===== config.mk =====
export PLATFORM = sky130hd
export DESIGN_NAME = muldiv_ctrl_flat
export DESIGN_NICKNAME = d
export VERILOG_FILES = /design/src/rtl/muldiv_ctrl_if.sv /design/src/rtl/muldiv_ctrl.sv /design/src/flat_wrapper.sv
export SDC_FILE = /design/constraint.sdc
export NUM_CORES = 1
export LEC_CHECK = 0
export BUFFER_PORTS_ARGS = -buffer_cell sky130_fd_sc_hd__buf_4
export CAP_MARGIN = 25
export CORE_AREA = 2 2 156 158
export CTS_CLUSTER_DIAMETER = 120
export DETAILED_ROUTE_END_ITERATION = 8
export DIE_AREA = 0 0 158 160
export PLACE_DENSITY = 0.67
export SLEW_MARGIN = 20
export SYNTH_ARGS = -nofsm -noshare
export SYNTH_HDL_FRONTEND = slang
export SYNTH_SLANG_ARGS = --single-unit

===== constraint.sdc =====
create_clock -name clk -period 2 [get_ports clk]
set_input_delay 0.1 -clock clk [delete_from_list [all_inputs] [get_ports clk]]
set_output_delay 0.1 -clock clk [all_outputs]
set_load 0.1 [all_outputs]

===== src/rtl/muldiv_ctrl_if.sv =====
// Operation, multiplier, divider and HI/LO status bundle between the
// pipeline / arithmetic units (master) and the HI/LO controller (slave).
interface muldiv_ctrl_if;
    logic        op_valid;
    logic [2:0]  op_code;
    logic [31:0] op_src1;
    logic [31:0] op_src2;
    logic        op_ready;
    logic        op_cancel;

    logic [1:0]  mul_op;
    logic [31:0] mul_src1;
    logic [31:0] mul_src2;
    logic [63:0] mul_result;

    logic [1:0]  div_op;
    logic [31:0] dividend;
    logic [31:0] divisor;
    logic        div_in_valid;
    logic [63:0] div_result;
    logic        div_out_valid;
    logic        div_out_ready;

    logic [31:0] hi;
    logic [31:0] lo;
    logic        busy;

    modport master (
        output op_valid, op_code, op_src1, op_src2, op_cancel,
        output mul_result, div_result, div_out_valid,
        input  op_ready, mul_op, mul_src1, mul_src2,
        input  div_op, dividend, divisor, div_in_valid, div_out_ready,
        input  hi, lo, busy
    );

    modport slave (
        input  op_valid, op_code, op_src1, op_src2, op_cancel,
        input  mul_result, div_result, div_out_valid,
        output op_ready, mul_op, mul_src1, mul_src2,
        output div_op, dividend, divisor, div_in_valid, div_out_ready,
        output hi, lo, busy
    );
endinterface


===== src/rtl/muldiv_ctrl.sv =====
// HI/LO controller: issues multiplies combinationally, launches a multi-cycle
// divider, and tracks flushes so a cancelled divide never updates HI/LO.
module muldiv_ctrl (
    input  logic         clk,
    input  logic         rst,
    muldiv_ctrl_if.slave bus
);
    localparam logic [2:0] OP_MULT  = 3'd0;
    localparam logic [2:0] OP_MULTU = 3'd1;
    localparam logic [2:0] OP_DIV   = 3'd2;
    localparam logic [2:0] OP_DIVU  = 3'd3;
    localparam logic [2:0] OP_MTHI  = 3'd4;
    localparam logic [2:0] OP_MTLO  = 3'd5;

    typedef enum logic [1:0] {
        IDLE      = 2'd0,
        DIV_WAIT  = 2'd1,
        DIV_DRAIN = 2'd2
    } state_t;

    state_t      state_r;
    state_t      state_n_s;
    logic [31:0] hi_r;
    logic [31:0] lo_r;
    logic [31:0] hi_n_s;
    logic [31:0] lo_n_s;
    logic [1:0]  div_op_r;
    logic [31:0] dividend_r;
    logic [31:0] divisor_r;

    logic        accept_s;
    logic [1:0]  mul_op_s;
    logic        launch_s;
    logic [1:0]  launch_op_s;

    // Acceptance is gated by rst so nothing reaches the units during reset.
    always_comb begin
        accept_s = (state_r == IDLE) && bus.op_valid && !bus.op_cancel && !rst;
    end

    // Operation decode for the accepting cycle.
    always_comb begin
        mul_op_s    = 2'b00;
        launch_s    = 1'b0;
        launch_op_s = 2'b00;
        if (accept_s) begin
            case (bus.op_code)
                OP_MULT:  mul_op_s = 2'b01;
                OP_MULTU: mul_op_s = 2'b10;
                OP_DIV: begin
                    launch_op_s = 2'b01;
                    launch_s    = (bus.op_src2 != 32'd0);
                end
                OP_DIVU: begin
                    launch_op_s = 2'b10;
                    launch_s    = (bus.op_src2 != 32'd0);
                end
                default: begin
                    mul_op_s    = 2'b00;
                    launch_s    = 1'b0;
                    launch_op_s = 2'b00;
                end
            endcase
        end else begin
            mul_op_s    = 2'b00;
            launch_s    = 1'b0;
            launch_op_s = 2'b00;
        end
    end

    // Next-state and HI/LO update logic.
    always_comb begin
        state_n_s = state_r;
        hi_n_s    = hi_r;
        lo_n_s    = lo_r;
        case (state_r)
            IDLE: begin
                if (accept_s) begin
                    case (bus.op_code)
                        OP_MULT, OP_MULTU: begin
                            hi_n_s = bus.mul_result[63:32];
                            lo_n_s = bus.mul_result[31:0];
                        end
                        OP_MTHI: hi_n_s = bus.op_src1;
                        OP_MTLO: lo_n_s = bus.op_src1;
                        OP_DIV, OP_DIVU: begin
                            if (launch_s) begin
                                state_n_s = DIV_WAIT;
                            end else begin
                                state_n_s = IDLE;
                            end
                        end
                        default: state_n_s = IDLE;
                    endcase
                end else begin
                    state_n_s = IDLE;
                end
            end
            DIV_WAIT: begin
                // A flush with the result in the same cycle drops the result.
                if (bus.op_cancel) begin
                    if (bus.div_out_valid) begin
                        state_n_s = IDLE;
                    end else begin
                        state_n_s = DIV_DRAIN;
                    end
                end else if (bus.div_out_valid) begin
                    hi_n_s    = bus.div_result[63:32];
                    lo_n_s    = bus.div_result[31:0];
                    state_n_s = IDLE;
                end else begin
                    state_n_s = DIV_WAIT;
                end
            end
            DIV_DRAIN: begin
                if (bus.div_out_valid) begin
                    state_n_s = IDLE;
                end else begin
                    state_n_s = DIV_DRAIN;
                end
            end
            default: state_n_s = IDLE;
        endcase
    end

    // State and HI/LO registers.
    always_ff @(posedge clk) begin
        if (rst) begin
            state_r <= IDLE;
            hi_r    <= 32'd0;
            lo_r    <= 32'd0;
        end else begin
            state_r <= state_n_s;
            hi_r    <= hi_n_s;
            lo_r    <= lo_n_s;
        end
    end

    // Divider operands captured at launch and held until the result returns.
    always_ff @(posedge clk) begin
        if (rst) begin
            div_op_r   <= 2'b00;
            dividend_r <= 32'd0;
            divisor_r  <= 32'd0;
        end else if (launch_s) begin
            div_op_r   <= launch_op_s;
            dividend_r <= bus.op_src1;
            divisor_r  <= bus.op_src2;
        end else begin
            div_op_r   <= div_op_r;
            dividend_r <= dividend_r;
            divisor_r  <= divisor_r;
        end
    end

    assign bus.op_ready      = (state_r == IDLE);
    assign bus.mul_op        = mul_op_s;
    assign bus.mul_src1      = (mul_op_s != 2'b00) ? bus.op_src1 : 32'd0;
    assign bus.mul_src2      = (mul_op_s != 2'b00) ? bus.op_src2 : 32'd0;
    assign bus.div_in_valid  = launch_s;
    assign bus.div_op        = launch_s ? launch_op_s : div_op_r;
    assign bus.dividend      = launch_s ? bus.op_src1 : dividend_r;
    assign bus.divisor       = launch_s ? bus.op_src2 : divisor_r;
    assign bus.div_out_ready = (state_r != IDLE);
    assign bus.busy          = (state_r != IDLE);
    assign bus.hi            = hi_r;
    assign bus.lo            = lo_r;
endmodule


===== src/flat_wrapper.sv =====
// flat-port wrapper written by rule: the top's interface ports become plain ports
module muldiv_ctrl_flat 
  (clk, rst, bus_op_valid, bus_op_code, bus_op_src1, bus_op_src2, bus_op_cancel, bus_mul_result, bus_div_result, bus_div_out_valid, bus_op_ready, bus_mul_op, bus_mul_src1, bus_mul_src2, bus_div_op, bus_dividend, bus_divisor, bus_div_in_valid, bus_div_out_ready, bus_hi, bus_lo, bus_busy);
  muldiv_ctrl_if bus_i ();
  input  logic clk;
  input  logic rst;
  input wire logic [$bits(bus_i.op_valid)-1:0] bus_op_valid;
  input wire logic [$bits(bus_i.op_code)-1:0] bus_op_code;
  input wire logic [$bits(bus_i.op_src1)-1:0] bus_op_src1;
  input wire logic [$bits(bus_i.op_src2)-1:0] bus_op_src2;
  input wire logic [$bits(bus_i.op_cancel)-1:0] bus_op_cancel;
  input wire logic [$bits(bus_i.mul_result)-1:0] bus_mul_result;
  input wire logic [$bits(bus_i.div_result)-1:0] bus_div_result;
  input wire logic [$bits(bus_i.div_out_valid)-1:0] bus_div_out_valid;
  output wire logic [$bits(bus_i.op_ready)-1:0] bus_op_ready;
  output wire logic [$bits(bus_i.mul_op)-1:0] bus_mul_op;
  output wire logic [$bits(bus_i.mul_src1)-1:0] bus_mul_src1;
  output wire logic [$bits(bus_i.mul_src2)-1:0] bus_mul_src2;
  output wire logic [$bits(bus_i.div_op)-1:0] bus_div_op;
  output wire logic [$bits(bus_i.dividend)-1:0] bus_dividend;
  output wire logic [$bits(bus_i.divisor)-1:0] bus_divisor;
  output wire logic [$bits(bus_i.div_in_valid)-1:0] bus_div_in_valid;
  output wire logic [$bits(bus_i.div_out_ready)-1:0] bus_div_out_ready;
  output wire logic [$bits(bus_i.hi)-1:0] bus_hi;
  output wire logic [$bits(bus_i.lo)-1:0] bus_lo;
  output wire logic [$bits(bus_i.busy)-1:0] bus_busy;
  assign bus_i.op_valid = bus_op_valid;
  assign bus_i.op_code = bus_op_code;
  assign bus_i.op_src1 = bus_op_src1;
  assign bus_i.op_src2 = bus_op_src2;
  assign bus_i.op_cancel = bus_op_cancel;
  assign bus_i.mul_result = bus_mul_result;
  assign bus_i.div_result = bus_div_result;
  assign bus_i.div_out_valid = bus_div_out_valid;
  assign bus_op_ready = bus_i.op_ready;
  assign bus_mul_op = bus_i.mul_op;
  assign bus_mul_src1 = bus_i.mul_src1;
  assign bus_mul_src2 = bus_i.mul_src2;
  assign bus_div_op = bus_i.div_op;
  assign bus_dividend = bus_i.dividend;
  assign bus_divisor = bus_i.divisor;
  assign bus_div_in_valid = bus_i.div_in_valid;
  assign bus_div_out_ready = bus_i.div_out_ready;
  assign bus_hi = bus_i.hi;
  assign bus_lo = bus_i.lo;
  assign bus_busy = bus_i.busy;
  muldiv_ctrl u_core (.clk(clk), .rst(rst), .bus(bus_i));
endmodule

# After elaboration in Yosys (flattened, before gate mapping)
# Cells that the tools add are included.
# totals
regBits,132
latchBits,0
mem_bits_rw,0
romBits,0
output_inout_bits,200
word_cells,63
mem_count,0
# classes
addsub,0
multipliers,0
n_div,0
magnitude_cmp,0
n_eq_ne,13
n_shift,0
n_mux,28
bitwise,0
reduce_logical,16
# ops
cell,count
two-way mux 32 bit,10
case mux 32 bit (2 select lines),4
nonzero test 32 bit,1
two-way mux 2 bit,6
case mux 2 bit (2 select lines),3
AND reduction 5 bit,2
"== test 3 x 2 -> 1 bit, second input constant",2
"== test 3 bit, second input constant",2
"!= test 3 x 1 -> 1 bit, second input constant",2
case mux 2 bit (3 select lines),1
nonzero test 2 bit,3
two-way mux 1 bit,4
"!= test 2 bit, second input constant",2
OR reduction 2 bit,2
OR reduction 4 bit,1
"== test 3 x 1 -> 1 bit, second input constant",1
logical AND 1 bit,3
zero test 3 bit,1
"!= test 3 bit, second input constant",1
"== test 2 x 1 -> 1 bit, second input constant",1
"== test 2 bit, second input constant",1
zero test 1 bit,2
zero test 2 bit,1
"!= test 2 x 1 -> 1 bit, second input constant",1

# Logic depth before layout (Yosys ltp)
# Gate-level depths: netlist (run 1).
# depth
word_depth,9
mapped_depth,7
depth_no_buf,6

# Least setup slack after synthesis (run 1)
# Ideal clock, no wire load.
# synth_timing
path_kind,reg2out
from,register u_core.state_r[1]
to,output bus_div_op[0]
arrival_ns,3.569
required_ns,1.900
setup_slack_ns,-1.669
path_stages_with_launch,7
path_cell_list,dfxtp_1 -> nor2_4 -> inv_2 -> nor4_2 -> o2111ai_2 -> buf_2 -> mux2i_1
# synth_via
elab_chain_len,6
word_cells_on_any_way,7
classes_between,mux (3); reduce/logical (4)
# synth_lines
element,line_no,text
"start, declared",muldiv_ctrl.sv:21,state_t state_r;
"start signal, assigned",muldiv_ctrl.sv:133,state_r <= state_n_s;
zero test 2 bit *,-,
via bus_op_ready,flat_wrapper.sv:15,output wire logic [$bits(bus_i.op_ready)-1:0] bus_op_ready;
logical AND 1 bit * (3 in a row),muldiv_ctrl.sv:38,accept_s = (state_r == IDLE) && bus.op_valid && !bus.op_cancel && !rst;
two-way mux 2 bit or two-way mux 1 bit (tied branches),muldiv_ctrl.sv:46,if (accept_s) begin
two-way mux 2 bit *,muldiv_ctrl.sv:161,assign bus.div_op = launch_s ? launch_op_s : div_op_r;
"end, declared",flat_wrapper.sv:19,output wire logic [$bits(bus_i.div_op)-1:0] bus_div_op;
# Mark *: on every way through the listed nets, which the timed path passes. The rest lies on a longest branch.

# Worst setup path in the final report (run 1)
# layout_timing
from,input bus_op_src2[26]
to,output bus_divisor[5]
# layout_via
elab_chain_len,4
# layout_lines
element,line_no,text
"start, declared",flat_wrapper.sv:10,input wire logic [$bits(bus_i.op_src2)-1:0] bus_op_src2;
nonzero test 32 bit,"muldiv_ctrl.sv:52, muldiv_ctrl.sv:56",
two-way mux 1 bit,-,
two-way mux 1 bit,muldiv_ctrl.sv:46,
two-way mux 32 bit,muldiv_ctrl.sv:163,assign bus.divisor = launch_s ? bus.op_src2 : divisor_r;
"end, declared",flat_wrapper.sv:21,output wire logic [$bits(bus_i.divisor)-1:0] bus_divisor;
# No other way between the ends.

==> results.sh, run 1 <==
export IMPL_gr_total_overflow=0
export IMPL_yosysSeqAreaShare=0.354
export IMPL_die_w_microns=158
export IMPL_ys_warn_count=0
export IMPL_row_count=57
export IMPL_syn_area_per_cell_sq_um=9.46
export IMPL_min_period_ns=2.38
export IMPL_fin_util=0.628
export IMPL_via_per_inst=4.99
export IMPL_hold_viol_final=0
export IMPL_violations="setup timing"
export IMPL_post_dp_cell_area_sq_um=11600
export IMPL_nets=1493
export IMPL_outcome="finished with violations"
export IMPL_drv_cap=0
export IMPL_period_share=1.19
export IMPL_skew_ns=0.00780
export IMPL_place_ws_ns=-0.391
export IMPL_holdCritPathClass="in2reg"
export IMPL_numCtsBuffers=17
export IMPL_syn_num_nets=990
export IMPL_fin_hold_ws_ns=0.0226
export IMPL_drt_wl_total_mm=35.0
export IMPL_portBuffers=399
export IMPL_die_h_microns=160
export IMPL_synthTopCellsByArea="dfxtp_1, mux2i_1, mux2_2"
export IMPL_antennaDiodeCount=0
export IMPL_timing_final_ws_setup_ns=-0.382
export IMPL_n_fill_cell=1825
export IMPL_synth_edf_count=0
export IMPL_root_buffer="clkbuf_16"
export IMPL_grt_total_usage=0.246
export IMPL_worstPathArrival_ns=2.28
export IMPL_power_per_cell_area_nw_per_um2=529
export IMPL_clk_latency_ns=0.41
export IMPL_vias=8129
export IMPL_setup_viol=137
export IMPL_h_tree_depth=4
export IMPL_ys_ff_latch=132
export IMPL_core_area_sq_um=23800
export IMPL_cts_sinks=132
export IMPL_fin_area_sq_um=15000
export IMPL_initial_core_util=0.314
export IMPL_dp_hpwl_mm=20.8
export IMPL_syn_inst=790
export IMPL_ys_async_sr_fraction=0
export IMPL_grt_pass1_vias=8060
export IMPL_clkTransAtPathRegs_ns=0.06
export IMPL_grt_pass1_wl_mm=47.4
export IMPL_drc=0
export IMPL_routabilityCongestion=0.840
export IMPL_clock_fmax_mhz=420
export IMPL_wl_per_cell_microns=21.5
export IMPL_report_final_slew_viol_count=0
export IMPL_grt_max_degree=57
export IMPL_start_kind="input pin"
export IMPL_yosys_area_top_type="dfxtp_1"
export IMPL_critPathCaptureType="output port"
export IMPL_synth_top_flop_cell="dfxtp_1"
export IMPL_ios=400
export IMPL_p_leak_nw=6.90
export IMPL_crit_fanout=7
export IMPL_cts_tree="done"
export IMPL_finalPower_mw=7.91
export IMPL_drt_pass1_iterations=4
export IMPL_worst_pin_slew_ns=0.642
export IMPL_vdd_ir_drop_max_uv=434
export IMPL_final_antenna_net_count=0
export IMPL_area_growth_pct=100
export IMPL_cp_data_required_time_ns=1.90
export IMPL_synth_top_cell_area_share=0.354
export IMPL_clk_path_buf_depth=2
export IMPL_synth_area_sq_um=7470
export IMPL_worst_slew_margin_rel=0.572
export IMPL_antenna_found_initial=0
export IMPL_synth_cell_types=32
export IMPL_dieArea_sq_um=25300
export IMPL_worstSetupPathType="in2out"
export IMPL_drtIter0Drc=391
export IMPL_drive_above_1_share=0.566
export IMPL_rsz0062_at_grt="yes"
==> stage by stage <==
| stage | cells | TNS, ns |
|---|---|---|
| 2_1_floorplan | 790 | -65.91 |
| 3_3_place_gp | 1509 | -28.08 |
| 3_5_place_dp | 1510 | -32.90 |
| 4_1_cts | 1597 | -43.50 |
| 5_1_grt | 1629 | -55.54 |
| 6_report | 1629 | -38.38 |
==> worst paths after layout <==
path	cells after the start	from	slack (ns)	to
hold / removal	3	bus_op_src1[30]	0.02	u_core.dividend_r[30]$_SDFF_PP0_
setup / recovery	8	bus_op_src2[26]	-0.38	bus_divisor[5]
hold reg to reg	2	u_core.dividend_r[2]$_SDFF_PP0_	0.48	u_core.dividend_r[2]$_SDFF_PP0_
setup reg to reg	10	u_core.state_r[0]$_SDFFE_PP0P_	-0.04	u_core.divisor_r[3]$_SDFF_PP0_
==> cells by family (layout without fill, tap and decap cells) <==
logic type | count (synthesis) | count (layout) | synth area share
flops | 132 | 132 | 0.354
simple gates | 251 | 251 | 0.191
compound gates | 137 | 139 | 0.127
buf+inv | 73 | 586 | 0.0475
mux | 197 | 197 | 0.281
==> cell type report <==
cell class,count,area (sq um),area share
Timing Repair Buffer,551,6330,0.423
Clock inverter,11,126,0.00845
Clock buffer,20,467,0.0312
Multi-Input combinational cell,587,4950,0.331
Tap cell,324,405,0.0271
Inverter,4,35.0,0.00234
Sequential cell,132,2650,0.177
==> registers in the layout (all words and copies together), names as in the netlist <==
register           count
u_core.bus.hi         32
u_core.bus.lo         32
u_core.dividend_r     32
u_core.divisor_r      32
u_core.div_op_r        2
u_core.state_r         2
==> cell usage in the layout (no fill, tap or decap), drive strengths merged <==
master	instances
a21o	1
and2	65
and3b	2
mux2i	95
dlygate4sd3	33
o41ai	1
nand3b	1
a22o	64
nor3b	3
nor2	67
a211oi	1
nand2	3
a21oi	70
mux2	102
clkbuf	27
inv	5
nand2b	59
dfxtp	132
nor2b	38
bufinv	2
o2111ai	1
clkinv	4
nor4	9
or3b	1
clkinvlp	4
nand4	2
or3	1
buf	511
o21ai	1
==> report_power, final <==
part	switching, mW	total [mW]	internal (mW)
Clock	1.27	3.20	1.94
Combinational	1.13	1.99	0.866
Sequential	0.0303	2.71	2.68
Total	2.42	7.91	5.48
==> cells in the mapped netlist, types with 2 or more instances <==
library cell,count
dfxtp_1,132
mux2i_1,95
mux2_2,82
a21oi_1,68
nor2_1,66
and2_1,65
a22o_1,64
nand2b_1,59
nor2b_1,38
clkbuf_1,36
buf_2,20
mux2_1,20
buf_4,11
nor4_1,8
nand2_1,3
and3b_1,2
buf_6,2
inv_1,2
inv_2,2
nand4_1,2
nor3b_1,2
==> per-layer routing <==
metal  track usage  part of all wire  up-vias
met5             0                 0        -
met1         0.297              0.40     3955
met3        0.0570             0.059       62
met2         0.433              0.51      315
met4        0.0700             0.027        0
li1              -                 -     3797
==> what timing repair did <==
action                     in CTS  in global routing
gates cloned                   10                 12
gates resized for setup       284                131
hold buffers                   33                  0
hold endpoints to repair       34                  0
buffers inserted               13                 25
pin swaps                       5                 11
setup endpoints to repair     204                198
==> worst max-delay path, stage by stage <==
cell and delay [ns]:
buf_4 0.13, nor4_2 0.48, nand4_1 0.31, o2111ai_4 0.32, buf_8 0.20, clkbuf_16 0.18, mux2_2 0.36, buf_6 0.19
No activity file was read; power rests on OpenSTA's default activity.
==> run 2: changes to the inputs <==
--- a/config.mk
+++ b/config.mk
@@ -12,6 +12,7 @@
 export DETAILED_ROUTE_END_ITERATION = 8
 export DIE_AREA = 0 0 158 160
 export PLACE_DENSITY = 0.67
+export SKIP_LAST_GASP = 1
 export SLEW_MARGIN = 20
 export SYNTH_ARGS = -nofsm -noshare
 export SYNTH_HDL_FRONTEND = slang
==> results.sh, run 2 (synthesis results as in run 1) <==
export IMPL_outcome="finished with violations"
export IMPL_violations="setup timing"
export IMPL_die_h_microns=160
export IMPL_n_fill_cell=1888
export IMPL_drtIter0Drc=368
export IMPL_ios=400
export IMPL_setup_viol=138
export IMPL_drt_wl_total_mm=34.2
export IMPL_die_w_microns=158
export IMPL_final_cells=1620
export IMPL_dieArea_sq_um=25300
export IMPL_core_area_sq_um=23800
export IMPL_p_leak_nw=6.78
export IMPL_drt_pass1_iterations=5
export IMPL_worstPathArrival_ns=2.28
export IMPL_drc=0
export IMPL_drv_cap=0
export IMPL_gr_usage_met1=0.294
export IMPL_tns_ns=-42.66
export IMPL_grt_max_degree=57
export IMPL_via_per_inst=4.94
export IMPL_grt_pass1_wl_mm=46.9
export IMPL_rsz0062_at_grt="yes"
export IMPL_clock_fmax_mhz=420
export IMPL_critPathCaptureType="output port"
export IMPL_reg2reg_to="u_core.divisor_r[29]$_SDFF_PP0_"
export IMPL_timing_final_ws_setup_ns=-0.381
export IMPL_seq_area_sq_um=2650
export IMPL_skew_ns=0.00736
export IMPL_clk_path_buf_depth=2
export IMPL_hold_viol_final=0
export IMPL_antennaDiodeCount=0
export IMPL_crit_start="u_core.state_r[0]$_SDFFE_PP0P_"
export IMPL_regToRegSetupSlack_ns=-0.16
export IMPL_gr_total_overflow=0
export IMPL_worst_slew_margin_rel=0.576
export IMPL_period_share=1.19
export IMPL_routabilityCongestion=0.840
export IMPL_fin_util=0.612
export IMPL_final_cell_mix="buf_4, dfxtp_1, buf_12"
export IMPL_use_met3=0.0575
export IMPL_cts_sinks=132
export IMPL_use_met2=0.428
export IMPL_reg2reg_from="u_core.state_r[0]$_SDFFE_PP0P_"
export IMPL_finalPower_mw=7.85
export IMPL_holdCritPathClass="in2reg"
export IMPL_grt_pass1_vias=7964
export IMPL_clk_latency_ns=0.42
export IMPL_row_count=57
export IMPL_min_period_ns=2.38
export IMPL_h_tree_depth=4
export IMPL_area_growth_pct=95.1
export IMPL_portBuffers=399
export IMPL_initial_core_util=0.314
export IMPL_place_inst=1510
export IMPL_numCtsBuffers=17
export IMPL_clkTransAtPathRegs_ns=0.06
export IMPL_root_buffer="clkbuf_16"
export IMPL_wl_per_cell_microns=21.1
export IMPL_dp_hpwl_mm=20.8
export IMPL_start_kind="flop"
export IMPL_cp_data_required_time_ns=1.90
export IMPL_multi_input_area_sq_um=4940
export IMPL_grt_total_usage=0.243
export IMPL_drive_above_1_share=0.562
export IMPL_worst_pin_slew_ns=0.636
export IMPL_top_usage_layer="met2"
export IMPL_worstSetupPathType="reg2out"
export IMPL_crit_fanout=8
export IMPL_cts_tree="done"
export IMPL_report_final_slew_viol_count=0
export IMPL_vdd_ir_drop_max_uv=437
export IMPL_mostFrequentLayoutCell="buf_4"
export IMPL_power_per_cell_area_nw_per_um2=538
export IMPL_fin_hold_ws_ns=0.0200
export IMPL_rr_worst_depth=11
export IMPL_final_antenna_net_count=0
export IMPL_vias=7996
export IMPL_antenna_found_initial=0
export IMPL_cp_endpoint="bus_mul_src1[16]"
export IMPL_nets=1484
-- run 2: repair_timing --
item                                   in CTS  in global routing
buffers inserted                           13                 18
endpoints found under the hold margin      34                  0
resized for setup                         241                103
pin swaps                                   5                  6
hold buffers                               33                  0
setup endpoints to repair                 204                208
gates cloned                               10                 10
-- run 2: metal layers --
layer  vias up  wire length (microns)
met5         -                      0
met2       298                  17600
met4         0                    800
met1      3879                  13800
li1       3769                      -
met3        50                   2040
-- run 2: worst min-delay path by stage --
| stage | from | endpoint | slack (ns) | cells past startpoint |
|---|---|---|---|---|
| finish | bus_op_src1[30] | u_core.dividend_r[30]$_SDFF_PP0_ | 0.02 | 3 |
| detailed placement | bus_div_out_valid | u_core.state_r[1]$_SDFFE_PP0P_ | 0.28 | 2 |
| global route | bus_op_src1[30] | u_core.dividend_r[30]$_SDFF_PP0_ | 0.01 | 3 |
| global placement | bus_div_out_valid | u_core.state_r[1]$_SDFFE_PP0P_ | 0.28 | 2 |
| CTS | bus_op_src1[30] | u_core.dividend_r[30]$_SDFF_PP0_ | 0.004 | 3 |
| floorplan | bus_div_out_valid | u_core.state_r[1]$_SDFFE_PP0P_ | 0.17 | 1 |
-- run 2: cell type report --
type                       instances  area share
timing repair buffer             542       0.409
multi-input combinational        587       0.339
tap                              324      0.0278
clock buffer                      20      0.0320
sequential                       132       0.181
inverter                           4     0.00240
clock inverter                    11     0.00867
-- run 2: power breakdown --
part	internal, mW	switching, mW	total (mW)
Clock	1.93	1.26	3.19
Sequential	2.68	0.0298	2.71
Combinational	0.827	1.11	1.94
Total	5.44	2.40	7.85
-- run 2: stage by stage --
step / setup WS [ns] / area [sq um]
after global placement: -0.337 / 11600
after floorplan: -0.497 / 7930
after CTS: -0.403 / 13900
final: -0.381 / 14600
after detailed placement: -0.391 / 11600
after global routing: -0.488 / 14600
-- run 2: critical path, stage by stage (launching register included) --
cell and delay (ns):
dfxtp_2 0.33, nor2_4 0.17, inv_8 0.04, nor4_4 0.21, nor3b_4 0.29, buf_6 0.23, buf_12 0.13, clkbuf_16 0.13
and2_4 0.15, buf_12 0.17
==> run 3: changes to the inputs <==
--- a/config.mk
+++ b/config.mk
@@ -7,11 +7,13 @@
 export LEC_CHECK = 0
 export BUFFER_PORTS_ARGS = -buffer_cell sky130_fd_sc_hd__buf_4
 export CAP_MARGIN = 25
-export CORE_AREA = 2 2 156 158
+export CELL_PAD_IN_SITES_DETAIL_PLACEMENT = 2
+export CELL_PAD_IN_SITES_GLOBAL_PLACEMENT = 2
+export CORE_AREA = 2 2 248 128
 export CTS_CLUSTER_DIAMETER = 120
 export DETAILED_ROUTE_END_ITERATION = 8
-export DIE_AREA = 0 0 158 160
-export PLACE_DENSITY = 0.67
+export DIE_AREA = 0 0 250 130
+export PLACE_DENSITY = 0.86
 export SKIP_LAST_GASP = 1
 export SLEW_MARGIN = 20
 export SYNTH_ARGS = -nofsm -noshare
==> results.sh, run 3 (synthesis results as in run 1) <==
export IMPL_dieArea_sq_um=32500
export IMPL_start_kind="flop"
export IMPL_cp_data_required_time_ns=1.90
export IMPL_core_area_sq_um=30700
export IMPL_mostFrequentLayoutCell="buf_4"
export IMPL_antenna_found_initial=0
export IMPL_finalPower_mw=7.81
export IMPL_worstSetupPathType="reg2out"
export IMPL_cts_sinks=132
export IMPL_routabilityCongestion=0.804
export IMPL_grt_pass1_wl_mm=63.8
export IMPL_gr_total_overflow=0
export IMPL_wl_per_cell_microns=28.1
export IMPL_cts_tree="done"
export IMPL_antennaDiodeCount=0
export IMPL_vdd_ir_drop_max_uv=464
export IMPL_clk_latency_ns=0.43
export IMPL_drv_cap=0
export IMPL_hold_viol_final=0
export IMPL_grt_pass1_vias=9527
export IMPL_power_per_cell_area_nw_per_um2=534
export IMPL_final_cell_mix="buf_4, dfxtp_1, mux2i_1"
export IMPL_initial_core_util=0.243
export IMPL_h_tree_depth=4
export IMPL_fin_area_sq_um=14600
export IMPL_vias=8422
export IMPL_clock_fmax_mhz=406
export IMPL_clk_path_buf_depth=2
export IMPL_drt_wl_total_mm=48.1
export IMPL_die_w_microns=250
export IMPL_min_period_ns=2.46
export IMPL_setup_viol=159
export IMPL_ios=400
export IMPL_grt_total_usage=0.269
export IMPL_clkTransAtPathRegs_ns=0.07
export IMPL_drc=0
export IMPL_fin_util=0.476
export IMPL_report_final_slew_viol_count=0
export IMPL_holdCritPathClass="in2reg"
export IMPL_n_fill_cell=3084
export IMPL_multi_input_area_sq_um=4950
export IMPL_seq_area_sq_um=2650
export IMPL_portBuffers=399
export IMPL_grt_max_degree=85
export IMPL_rsz0062_at_grt="yes"
export IMPL_post_dp_cell_area_sq_um=11800
export IMPL_drt_pass1_iterations=6
export IMPL_nets=1491
export IMPL_row_count=46
export IMPL_root_buffer="clkbuf_16"
export IMPL_drive_above_1_share=0.563
export IMPL_final_antenna_net_count=0
export IMPL_fin_hold_ws_ns=0.0405
export IMPL_period_share=1.23
export IMPL_via_per_inst=4.92
export IMPL_outcome="finished with violations"
export IMPL_reg2reg_from="u_core.state_r[0]$_SDFFE_PP0P_"
export IMPL_area_growth_pct=95.9
export IMPL_skew_ns=0.00704
export IMPL_crit_start="u_core.state_r[0]$_SDFFE_PP0P_"
export IMPL_crit_fanout=8
export IMPL_worst_slew_margin_rel=0.445
export IMPL_worst_pin_slew_ns=0.833
export IMPL_worstHoldStart="bus_div_result[10]"
export IMPL_dp_hpwl_mm=29.4
export IMPL_worstPathArrival_ns=2.36
export IMPL_numCtsBuffers=17
export IMPL_drtIter0Drc=332
export IMPL_timing_final_ws_setup_ns=-0.465
export IMPL_tns_ns=-53.15
export IMPL_violations="setup timing"
export IMPL_die_h_microns=130
export IMPL_critPathCaptureType="output port"
export IMPL_p_leak_nw=6.76
-- run 3: cell count changes in the layout (fill, tap and decap cells not counted), moves of 2 or more --
cell,before,now
clkbuf_8,3,1
a21oi_4,4,2
dlygate4sd3_1,33,38
buf_16,8,6
nor4_1,7,3
nor4_4,1,3
buf_6,55,68
buf_12,103,92
inv_6,2,4
bufinv_16,2,0
buf_8,6,10
nor4_2,1,3
clkinvlp_4,4,7
-- run 3: path summary, 6_finish.rpt --
path / end / slack, ns / cells past startpoint
worst max register to register: u_core.bus.hi[19]$_SDFFE_PP0P_ / -0.03 / 7
worst min register to register: u_core.bus.hi[17]$_SDFFE_PP0P_ / 0.48 / 1
worst max-delay path: bus_dividend[28] / -0.46 / 9
worst min-delay path: u_core.bus.lo[10]$_SDFFE_PP0P_ / 0.04 / 4
-- run 3: metrics by stage --
step	instances	worst slack, ns
global route	1712	-0.583
finish	1712	-0.465
global placement	1604	-0.416
detailed placement	1605	-0.575
CTS	1697	-0.480
floorplan	790	-0.497
-- run 3: final cells by class --
cell class                      instances  share of cell area
Tap cell                              408              0.0349
Clock inverter                         13             0.00692
Clock buffer                           19              0.0303
Multi-Input combinational cell        585               0.338
Sequential cell                       132               0.181
Inverter                                4             0.00205
Timing Repair Buffer                  551               0.407
-- run 3: report_power, final --
part | total, mW | switching (mW) | internal [mW] | leakage (nW)
Combinational | 2.07 | 1.22 | 0.851 | 5.45
Clock | 3.02 | 1.39 | 1.63 | 0.245
Sequential | 2.72 | 0.0354 | 2.68 | 1.07
Total | 7.81 | 2.65 | 5.16 | 6.76
-- run 3: routing by layer --
layer  part of all wire  track usage  up-vias
met4              0.032       0.0940        0
met5                  0            0        -
met1               0.41        0.309     4257
li1                   -            -     3777
met3              0.065       0.0788       85
met2               0.49        0.482      303
-- run 3: timing repair --
item,4_1_cts,5_1_grt
setup buffers,16,8
gates resized for setup,267,71
hold buffers,38,0
cloned,8,10
endpoints found under the hold margin,39,0
endpoints found under the setup margin,201,239
pin swaps,6,62
-- run 3: worst max-delay path, cell delays in order, from the launching register on --
cell	delay [ns]
dfxtp_4	0.36
nor2_4	0.15
inv_8	0.04
nor4_4	0.16
buf_4	0.17
o2111ai_4	0.16
buf_4	0.23
inv_8	0.13
mux2_4	0.33
buf_6	0.19
